[config.mk]
export PLATFORM = sky130hd
export DESIGN_NAME = io_port_responder_flat
export DESIGN_NICKNAME = d
export VERILOG_FILES = /design/src/rtl/io_port_responder_pkg.sv /design/src/rtl/io_port_responder_if.sv /design/src/rtl/io_port_responder_byte_fifo.sv /design/src/rtl/io_port_responder.sv /design/src/flat_wrapper.sv
export SDC_FILE = /design/constraint.sdc
export NUM_CORES = 1
export LEC_CHECK = 0
export ABC_AREA = 1
export CAP_MARGIN = 10
export CORE_UTILIZATION = 64
export CTS_CLUSTER_SIZE = 28
export DETAILED_ROUTE_END_ITERATION = 7
export DONT_BUFFER_PORTS = 1
export PLACE_DENSITY = 0.87
export SLEW_MARGIN = 20
export SYNTH_ARGS = -nofsm -noshare
export SYNTH_HDL_FRONTEND = slang
export SYNTH_SLANG_ARGS = --single-unit
[constraint.sdc]
create_clock -name i_CLOCK -period 1.9 [get_ports i_CLOCK]
set_input_delay 0.57 -clock i_CLOCK [delete_from_list [all_inputs] [get_ports i_CLOCK]]
set_output_delay 0.57 -clock i_CLOCK [all_outputs]
set_load 0.005 [all_outputs]
[src/rtl/io_port_responder_pkg.sv]
// Shared types and constants for the memory-mapped byte I/O responder.
package io_port_pkg;

    // Request sequencing states.
    typedef enum logic [1:0] {
        StIdle,
        StWaitTx,
        StWaitRx,
        StResp
    } state_e;

    // Register offsets within the 4-word window (i_ADDR[1:0]).
    localparam logic [1:0] RegTxData = 2'd0;
    localparam logic [1:0] RegRxData = 2'd1;
    localparam logic [1:0] RegStatus = 2'd2;

    // STATUS register bit positions.
    localparam int unsigned StatusTxFull     = 0;
    localparam int unsigned StatusTxEmpty    = 1;
    localparam int unsigned StatusRxAvail    = 2;
    localparam int unsigned StatusRxOverflow = 3;
    localparam int unsigned StatusRxTimeout  = 4;

    // Load result returned when an RXDATA read gives up waiting.
    localparam logic [15:0] RxTimeoutData = 16'hFFFF;

endpackage

[src/rtl/io_port_responder_if.sv]
// CPU data-bus and byte-stream device signals of the I/O responder.
interface io_port_responder_if;

    logic [15:0] i_ADDR;
    logic [15:0] i_WDATA;
    logic        f_WRITE;
    logic        f_READ;
    logic [15:0] o_RDATA;
    logic        o_RVALID;
    logic        o_IOPAUSE;
    logic [7:0]  o_TXDATA;
    logic        o_TXVALID;
    logic        i_TXREADY;
    logic [7:0]  i_RXDATA;
    logic        i_RXVALID;
    logic        o_RXREADY;

    // Environment side: CPU plus external device.
    modport master (
        output i_ADDR, i_WDATA, f_WRITE, f_READ, i_TXREADY, i_RXDATA, i_RXVALID,
        input  o_RDATA, o_RVALID, o_IOPAUSE, o_TXDATA, o_TXVALID, o_RXREADY
    );

    // Responder side.
    modport slave (
        input  i_ADDR, i_WDATA, f_WRITE, f_READ, i_TXREADY, i_RXDATA, i_RXVALID,
        output o_RDATA, o_RVALID, o_IOPAUSE, o_TXDATA, o_TXVALID, o_RXREADY
    );

endinterface

[src/rtl/io_port_responder_byte_fifo.sv]
// Byte FIFO with wrap-bit pointers. A push while full is accepted when a pop
// happens in the same cycle; a pop while empty is ignored.
module byte_fifo #(
    parameter int unsigned DEPTH = 4
) (
    input  logic       clk_i,
    input  logic       rst_ni,
    input  logic       push_i,
    input  logic [7:0] push_data_i,
    input  logic       pop_i,
    output logic [7:0] head_o,
    output logic       full_o,
    output logic       empty_o
);

    localparam int unsigned AW = $clog2(DEPTH);

    logic [AW:0] wr_ptr_q, wr_ptr_d;
    logic [AW:0] rd_ptr_q, rd_ptr_d;
    logic [7:0]  mem_q [DEPTH];
    logic [7:0]  mem_d [DEPTH];
    logic        do_push;
    logic        do_pop;

    assign empty_o = (wr_ptr_q == rd_ptr_q);
    assign full_o  = (wr_ptr_q[AW] != rd_ptr_q[AW]) && (wr_ptr_q[AW-1:0] == rd_ptr_q[AW-1:0]);
    assign head_o  = mem_q[rd_ptr_q[AW-1:0]];
    assign do_push = push_i && (!full_o || pop_i);
    assign do_pop  = pop_i && !empty_o;

    // Next-state for storage and pointers.
    always_comb begin
        mem_d    = mem_q;
        wr_ptr_d = wr_ptr_q;
        rd_ptr_d = rd_ptr_q;
        if (do_push) begin
            mem_d[wr_ptr_q[AW-1:0]] = push_data_i;
            wr_ptr_d = wr_ptr_q + (AW+1)'(1);
        end
        if (do_pop) begin
            rd_ptr_d = rd_ptr_q + (AW+1)'(1);
        end
    end

    // Storage and pointer registers.
    always_ff @(posedge clk_i or negedge rst_ni) begin
        if (!rst_ni) begin
            wr_ptr_q <= '0;
            rd_ptr_q <= '0;
            for (int i = 0; i < int'(DEPTH); i++) begin
                mem_q[i] <= '0;
            end
        end else begin
            wr_ptr_q <= wr_ptr_d;
            rd_ptr_q <= rd_ptr_d;
            mem_q    <= mem_d;
        end
    end

endmodule

[src/rtl/io_port_responder.sv]
// Memory-mapped byte I/O responder: services CPU loads/stores in a 4-word
// window and buffers bytes to/from an external device, pausing the CPU while
// a request cannot complete.
module io_port_responder #(
    parameter logic [15:0] BASE_ADDR  = 16'hFF00,
    parameter int unsigned FIFO_DEPTH = 4,
    parameter int unsigned RX_TIMEOUT = 1023
) (
    input logic                i_CLOCK,
    input logic                i_RESET_N,
    io_port_responder_if.slave bus
);

    import io_port_pkg::*;

    localparam int unsigned TW = $clog2(RX_TIMEOUT + 1);
    localparam logic [TW-1:0] TimeoutLast = TW'(RX_TIMEOUT - 1);

    state_e        state_q, state_d;
    logic [15:0]   rdata_q, rdata_d;
    logic [7:0]    tx_hold_q, tx_hold_d;
    logic [TW-1:0] cnt_q, cnt_d;
    logic          rx_ovf_q, rx_ovf_d;
    logic          rx_to_q, rx_to_d;

    logic          hit, wr_req, rd_req;
    logic [1:0]    reg_sel;
    logic [15:0]   status;
    logic          tx_push, tx_pop, tx_full, tx_empty, tx_can_push;
    logic [7:0]    tx_push_data, tx_head;
    logic          rx_push, rx_pop, rx_full, rx_empty;
    logic [7:0]    rx_head;

    assign hit     = (bus.i_ADDR[15:2] == BASE_ADDR[15:2]);
    assign wr_req  = bus.f_WRITE && hit;
    assign rd_req  = bus.f_READ && !bus.f_WRITE && hit;
    assign reg_sel = bus.i_ADDR[1:0];

    // A device pop frees a slot in the same cycle, so a full FIFO still takes a push.
    assign tx_pop      = !tx_empty && bus.i_TXREADY;
    assign tx_can_push = !tx_full || bus.i_TXREADY;
    assign rx_push     = bus.i_RXVALID && !rx_full;

    byte_fifo #(
        .DEPTH(FIFO_DEPTH)
    ) u_tx_fifo (
        .clk_i      (i_CLOCK),
        .rst_ni     (i_RESET_N),
        .push_i     (tx_push),
        .push_data_i(tx_push_data),
        .pop_i      (tx_pop),
        .head_o     (tx_head),
        .full_o     (tx_full),
        .empty_o    (tx_empty)
    );

    byte_fifo #(
        .DEPTH(FIFO_DEPTH)
    ) u_rx_fifo (
        .clk_i      (i_CLOCK),
        .rst_ni     (i_RESET_N),
        .push_i     (rx_push),
        .push_data_i(bus.i_RXDATA),
        .pop_i      (rx_pop),
        .head_o     (rx_head),
        .full_o     (rx_full),
        .empty_o    (rx_empty)
    );

    // STATUS word from pre-edge FIFO state and sticky flags.
    always_comb begin
        status                   = '0;
        status[StatusTxFull]     = tx_full;
        status[StatusTxEmpty]    = tx_empty;
        status[StatusRxAvail]    = !rx_empty;
        status[StatusRxOverflow] = rx_ovf_q;
        status[StatusRxTimeout]  = rx_to_q;
    end

    // Request FSM next-state, FIFO strobes and sticky flag updates.
    always_comb begin
        state_d      = state_q;
        rdata_d      = rdata_q;
        tx_hold_d    = tx_hold_q;
        cnt_d        = cnt_q;
        rx_ovf_d     = rx_ovf_q;
        rx_to_d      = rx_to_q;
        tx_push      = 1'b0;
        tx_push_data = bus.i_WDATA[7:0];
        rx_pop       = 1'b0;

        unique case (state_q)
            StIdle: begin
                if (wr_req) begin
                    case (reg_sel)
                        RegTxData: begin
                            if (tx_can_push) begin
                                tx_push = 1'b1;
                            end else begin
                                tx_hold_d = bus.i_WDATA[7:0];
                                state_d   = StWaitTx;
                            end
                        end
                        RegStatus: begin
                            if (bus.i_WDATA[StatusRxOverflow]) rx_ovf_d = 1'b0;
                            if (bus.i_WDATA[StatusRxTimeout])  rx_to_d  = 1'b0;
                        end
                        default: ;
                    endcase
                end else if (rd_req) begin
                    state_d = StResp;
                    case (reg_sel)
                        RegRxData: begin
                            if (!rx_empty) begin
                                rx_pop  = 1'b1;
                                rdata_d = {8'h00, rx_head};
                            end else begin
                                state_d = StWaitRx;
                                cnt_d   = '0;
                            end
                        end
                        RegStatus: rdata_d = status;
                        default:   rdata_d = '0;
                    endcase
                end
            end
            StWaitTx: begin
                tx_push_data = tx_hold_q;
                if (tx_can_push) begin
                    tx_push = 1'b1;
                    state_d = StIdle;
                end
            end
            StWaitRx: begin
                if (!rx_empty) begin
                    rx_pop  = 1'b1;
                    rdata_d = {8'h00, rx_head};
                    state_d = StResp;
                end else if (cnt_q == TimeoutLast) begin
                    rdata_d = RxTimeoutData;
                    rx_to_d = 1'b1;
                    state_d = StResp;
                end else begin
                    cnt_d = cnt_q + TW'(1);
                end
            end
            StResp: begin
                state_d = StIdle;
            end
            default: begin
                state_d = StIdle;
            end
        endcase

        // Overflow detection after the clear so a same-cycle set is not lost.
        if (bus.i_RXVALID && rx_full) begin
            rx_ovf_d = 1'b1;
        end
    end

    // FSM and datapath registers.
    always_ff @(posedge i_CLOCK or negedge i_RESET_N) begin
        if (!i_RESET_N) begin
            state_q   <= StIdle;
            rdata_q   <= '0;
            tx_hold_q <= '0;
            cnt_q     <= '0;
            rx_ovf_q  <= 1'b0;
            rx_to_q   <= 1'b0;
        end else begin
            state_q   <= state_d;
            rdata_q   <= rdata_d;
            tx_hold_q <= tx_hold_d;
            cnt_q     <= cnt_d;
            rx_ovf_q  <= rx_ovf_d;
            rx_to_q   <= rx_to_d;
        end
    end

    assign bus.o_RDATA   = rdata_q;
    assign bus.o_RVALID  = (state_q == StResp);
    assign bus.o_IOPAUSE = (state_q == StWaitTx) || (state_q == StWaitRx);
    assign bus.o_TXDATA  = tx_head;
    assign bus.o_TXVALID = !tx_empty;
    assign bus.o_RXREADY = !rx_full;

endmodule
[src/flat_wrapper.sv]
// flat-port wrapper written by rule: the top's interface ports become plain ports
module io_port_responder_flat import io_port_pkg::*;
#(
    parameter logic [15:0] BASE_ADDR  = 16'hFF00,
    parameter int unsigned FIFO_DEPTH = 4,
    parameter int unsigned RX_TIMEOUT = 1023
)
  (i_CLOCK, i_RESET_N, bus_i_ADDR, bus_i_WDATA, bus_f_WRITE, bus_f_READ, bus_i_TXREADY, bus_i_RXDATA, bus_i_RXVALID, bus_o_RDATA, bus_o_RVALID, bus_o_IOPAUSE, bus_o_TXDATA, bus_o_TXVALID, bus_o_RXREADY);
  io_port_responder_if bus_i ();
  input logic i_CLOCK;
  input logic i_RESET_N;
  input wire logic [$bits(bus_i.i_ADDR)-1:0] bus_i_ADDR;
  input wire logic [$bits(bus_i.i_WDATA)-1:0] bus_i_WDATA;
  input wire logic [$bits(bus_i.f_WRITE)-1:0] bus_f_WRITE;
  input wire logic [$bits(bus_i.f_READ)-1:0] bus_f_READ;
  input wire logic [$bits(bus_i.i_TXREADY)-1:0] bus_i_TXREADY;
  input wire logic [$bits(bus_i.i_RXDATA)-1:0] bus_i_RXDATA;
  input wire logic [$bits(bus_i.i_RXVALID)-1:0] bus_i_RXVALID;
  output wire logic [$bits(bus_i.o_RDATA)-1:0] bus_o_RDATA;
  output wire logic [$bits(bus_i.o_RVALID)-1:0] bus_o_RVALID;
  output wire logic [$bits(bus_i.o_IOPAUSE)-1:0] bus_o_IOPAUSE;
  output wire logic [$bits(bus_i.o_TXDATA)-1:0] bus_o_TXDATA;
  output wire logic [$bits(bus_i.o_TXVALID)-1:0] bus_o_TXVALID;
  output wire logic [$bits(bus_i.o_RXREADY)-1:0] bus_o_RXREADY;
  assign bus_i.i_ADDR = bus_i_ADDR;
  assign bus_i.i_WDATA = bus_i_WDATA;
  assign bus_i.f_WRITE = bus_f_WRITE;
  assign bus_i.f_READ = bus_f_READ;
  assign bus_i.i_TXREADY = bus_i_TXREADY;
  assign bus_i.i_RXDATA = bus_i_RXDATA;
  assign bus_i.i_RXVALID = bus_i_RXVALID;
  assign bus_o_RDATA = bus_i.o_RDATA;
  assign bus_o_RVALID = bus_i.o_RVALID;
  assign bus_o_IOPAUSE = bus_i.o_IOPAUSE;
  assign bus_o_TXDATA = bus_i.o_TXDATA;
  assign bus_o_TXVALID = bus_i.o_TXVALID;
  assign bus_o_RXREADY = bus_i.o_RXREADY;
  io_port_responder #(.BASE_ADDR(BASE_ADDR), .FIFO_DEPTH(FIFO_DEPTH), .RX_TIMEOUT(RX_TIMEOUT)) u_core (.i_CLOCK(i_CLOCK), .i_RESET_N(i_RESET_N), .bus(bus_i));
endmodule
==> metrics.md <==
| Metric | Value |
|---|---|
| Worst Reg2Reg Path Length in Cells | 9 |
| Clock sink total | 107 |
| Outcome | complete, but fails checks |
| Static Leak | 0.00337 uW |
| Nets | 864 |
| Most frequent CP cell | nand2_2 |
| Port Buffer Count | 0 |
| Final critical-path share of the clock period | 106% |
| Die area | 9880 um2 |
| Synth area leaders | dfrtp_1 44%, nand2_1 16%, o21ai_0 5.6% |
| Initial antenna violation count | 0 |
| Worst IR Drop VDD | about 1.1 mV |
| Worst hold slack | -0.138 ns |
| Vias per Instance | 5.96 |
| CP top delay family | flip-flops |
| Fmax | 497 MHz |
| YS warnings | 0 |
| DRC | 0 |
| Synth cell count leaders | 251 x nand2_1, 107 x dfrtp_1, 70 x nor2_1 |
| Hpwl dp | 10000 um |
| Die Wd | 99.4 um |
| GP Congestion | 0.921 |
| Total gr overflow | 0 |
| CP max stage delay | 0.46 ns |
| Top-count cell post-synth | nand2_1 |
| Kind of critical path | register to output pin |
| CP endpoint kind | output pin |
| GRT Total Usage | 31.2% |
| Crit Path Max Fanout | 4 |
| Power per cell area | roughly 1700 nW/um2 |
| Antenna Nets Post-Route | 0 |
| Post-synth EDFFs | 0 |
| Failing checks | negative hold slack, negative setup slack |
| Hold Crit Class | input pin to asynchronous set/reset pin |
| WL/cell | 16.7 um |
| Layout cells sized above 1 | roughly 16% |
| Vias in the first global route | roughly 5100 |
| R2R Setup Slk | 0.02 ns |
| CTS Root Buffer Type | clkbuf_8 |
| Synth area leader | dfrtp_1 |
| Syn nets | 843 |
| Post-Route WL | around 15000 um |
| TritonRoute pass-1 iters | 5 |
| TritonCTS buffer count | 9 |
| I/O pin cnt | 74 |
| Worst Path Buf+Inv | 2 |
| Starting Density | about two thirds |
| Synth Cell Area | 6070 um2 |
| Register area share after synthesis | 44.1% |
| Post-route setup slack | -0.114 ns |
| Yosys reg bits | 107 |
| Drt initial violations | between 400 and 500 |
| Endpoints failing hold | ~110 |
| Dominant synthesized flop cell | dfrtp_1 |
| # diodes | 0 |
| Period minus WS final | approximately 2.0 ns |
| Post-synthesis instance total | 777 |
| Worst setup SP type | register |
| Clock Pin Slew Worst Setup and Hold Paths | 0.10 ns |
| H-tree levels | 3 |
| Synth cell types | 38 |
| Share of the synthesized area in the top cell type | 44.1% |
| R2r endpoint | u_core.u_tx_fifo.mem_q[11]$_DFFE_PN0P_ |
| Final Util | 72.5% |
| Max clock buf depth | 2 |
| RSZ-0062 raised after global routing | true |
| Clk_skew | 0.0133 ns |
| Setup Viol. Count Final | 7 |
| Slowest stage cell, crit path | dfrtp_1 |
| CP arrival | 1.44 ns |
| Max-cap violation count | 0 |
| CP Data Required Time | 1.33 ns |
| Slew HR | 66.2% |
| CTS tree | built |
| Clk_lat worst skew | a little under 0.4 ns |
| Asr flop ratio synth | 100% |
| Core box area | approximately 9200 um2 |
| Worst r2r src | u_core.u_tx_fifo.rd_ptr_q[0]$_DFFE_PN0P_ |
| Worst slew pin tran | 0.507 ns |
| Max-slew violations | 0 |
| First-pass GRT wire length | 24200 um |
| Syn_area_per_cell | ~8 um2 |
| Layout area overhead | 9.83% |
| Largest net degree at the start of global routing | 108 |
| Via count | around 5500 |
| Cell Rows | 35 |
| Worst-path cell chain | buf_4 > nand2_1 > nand2_2 > inv_1 > nor2_2 > nand2_2 |
| Die outline height | 99.4 um |
[layout by cell type, fill, tap and decap left out, types with 6 or more instances in the layout]
cell      Yosys  layout
nand2_1     251     249
dfrtp_1     107     103
nor2_1       70      68
o21ai_0      68      54
inv_1        52      49
buf_4        13      45
nand3_1      44      42
nand4_1      38      38
o21ai_1      16      26
ha_1         20      19
clkbuf_8      0      10
nand2_2       9       9
o21ai_2       4       8
a21oi_1       7       7
xor2_1        8       7
nand2_4       5       7
o22ai_2       0       6
[through the flow]
stage               total power, uW  instance area (um2)  setup TNS [ns]  std cells  setup slack (ns)
floorplan                      7610                 6070               0        777             0.136
global placement               8590                 6210           -1.69        884           -0.0991
detailed placement             8900                 6210           -2.86        884            -0.165
CTS                           10600                 6500        -0.00652        908          -0.00652
global route                  11900                 6670          -0.689        914            -0.157
finish                        11200                 6670          -0.277        914            -0.114
[final cells by class]
class                           count  area, um2
Clock inverter                      6       65.1
Tap cell                          111        139
Timing Repair Buffer               49        392
Fill cell                         660       2530
Multi-Input combinational cell    574       3020
Sequential cell                   107       2680
Clock buffer                       10        138
Inverter                           57        228
[routing by layer]
layer  routed length (um)  share of wire [%]  GRT usage (%)
met5                    0                  0              0
met4                  357                2.3           11.9
met3                 1370                9.0           7.10
met2                 7340                 48           50.8
met1                 6170                 40           40.9
[power by group]
part | internal, uW | switching (uW) | leakage [uW]
clock | 645 | 790 | 0.000102
combinational | 2190 | 3750 | 0.00190
sequential | 3150 | 687 | 0.00137
[how the worst max path moves through the flow]
| stage | start | endpoint | cells after the start |
|---|---|---|---|
| finish | u_core.u_tx_fifo.rd_ptr_q[1]$_DFFE_PN0P_ | bus_o_TXVALID | 6 |
| global route | u_core.u_tx_fifo.rd_ptr_q[1]$_DFFE_PN0P_ | bus_o_TXVALID | 6 |
| CTS | u_core.u_tx_fifo.rd_ptr_q[0]$_DFFE_PN0P_ | bus_o_TXVALID | 4 |
| detailed placement | bus_i_ADDR[5] | u_core.u_tx_fifo.mem_q[11]$_DFFE_PN0P_ | 10 |
| global placement | bus_i_ADDR[6] | u_core.u_tx_fifo.mem_q[14]$_DFFE_PN0P_ | 10 |
| floorplan | u_core.u_tx_fifo.rd_ptr_q[0]$_DFFE_PN0P_ | bus_o_TXDATA[6] | 5 |
[state kept, by name, indices dropped and copies added (netlist names)]
signal	flops
u_core.cnt_q	10
u_core.u_rx_fifo.rd_ptr_q	3
u_core.tx_hold_q	8
u_core.u_tx_fifo.wr_ptr_q	3
u_core.u_tx_fifo.mem_q	32
u_core.rx_ovf_q	1
u_core.u_tx_fifo.rd_ptr_q	3
u_core.bus.o_RDATA	9
u_core.rx_to_q	1
u_core.state_q	2
u_core.u_rx_fifo.mem_q	32
u_core.u_rx_fifo.wr_ptr_q	3
[logic make-up after synthesis]
family | share of synthesized area [%]
simple gates | 31.6
compound gates | 9.24
flops | 44.1
xor+xnor | 2.87
fa+ha+maj | 4.12
buf+inv | 8.02
[what timing repair did]
action,in CTS,in global routing
pin swaps,4,6
hold endpoints to repair,107,107
cloned,1,0
setup endpoints to repair,43,67
setup buffers,7,6
resized for setup,18,32
(Power assumes the default switching activity.)
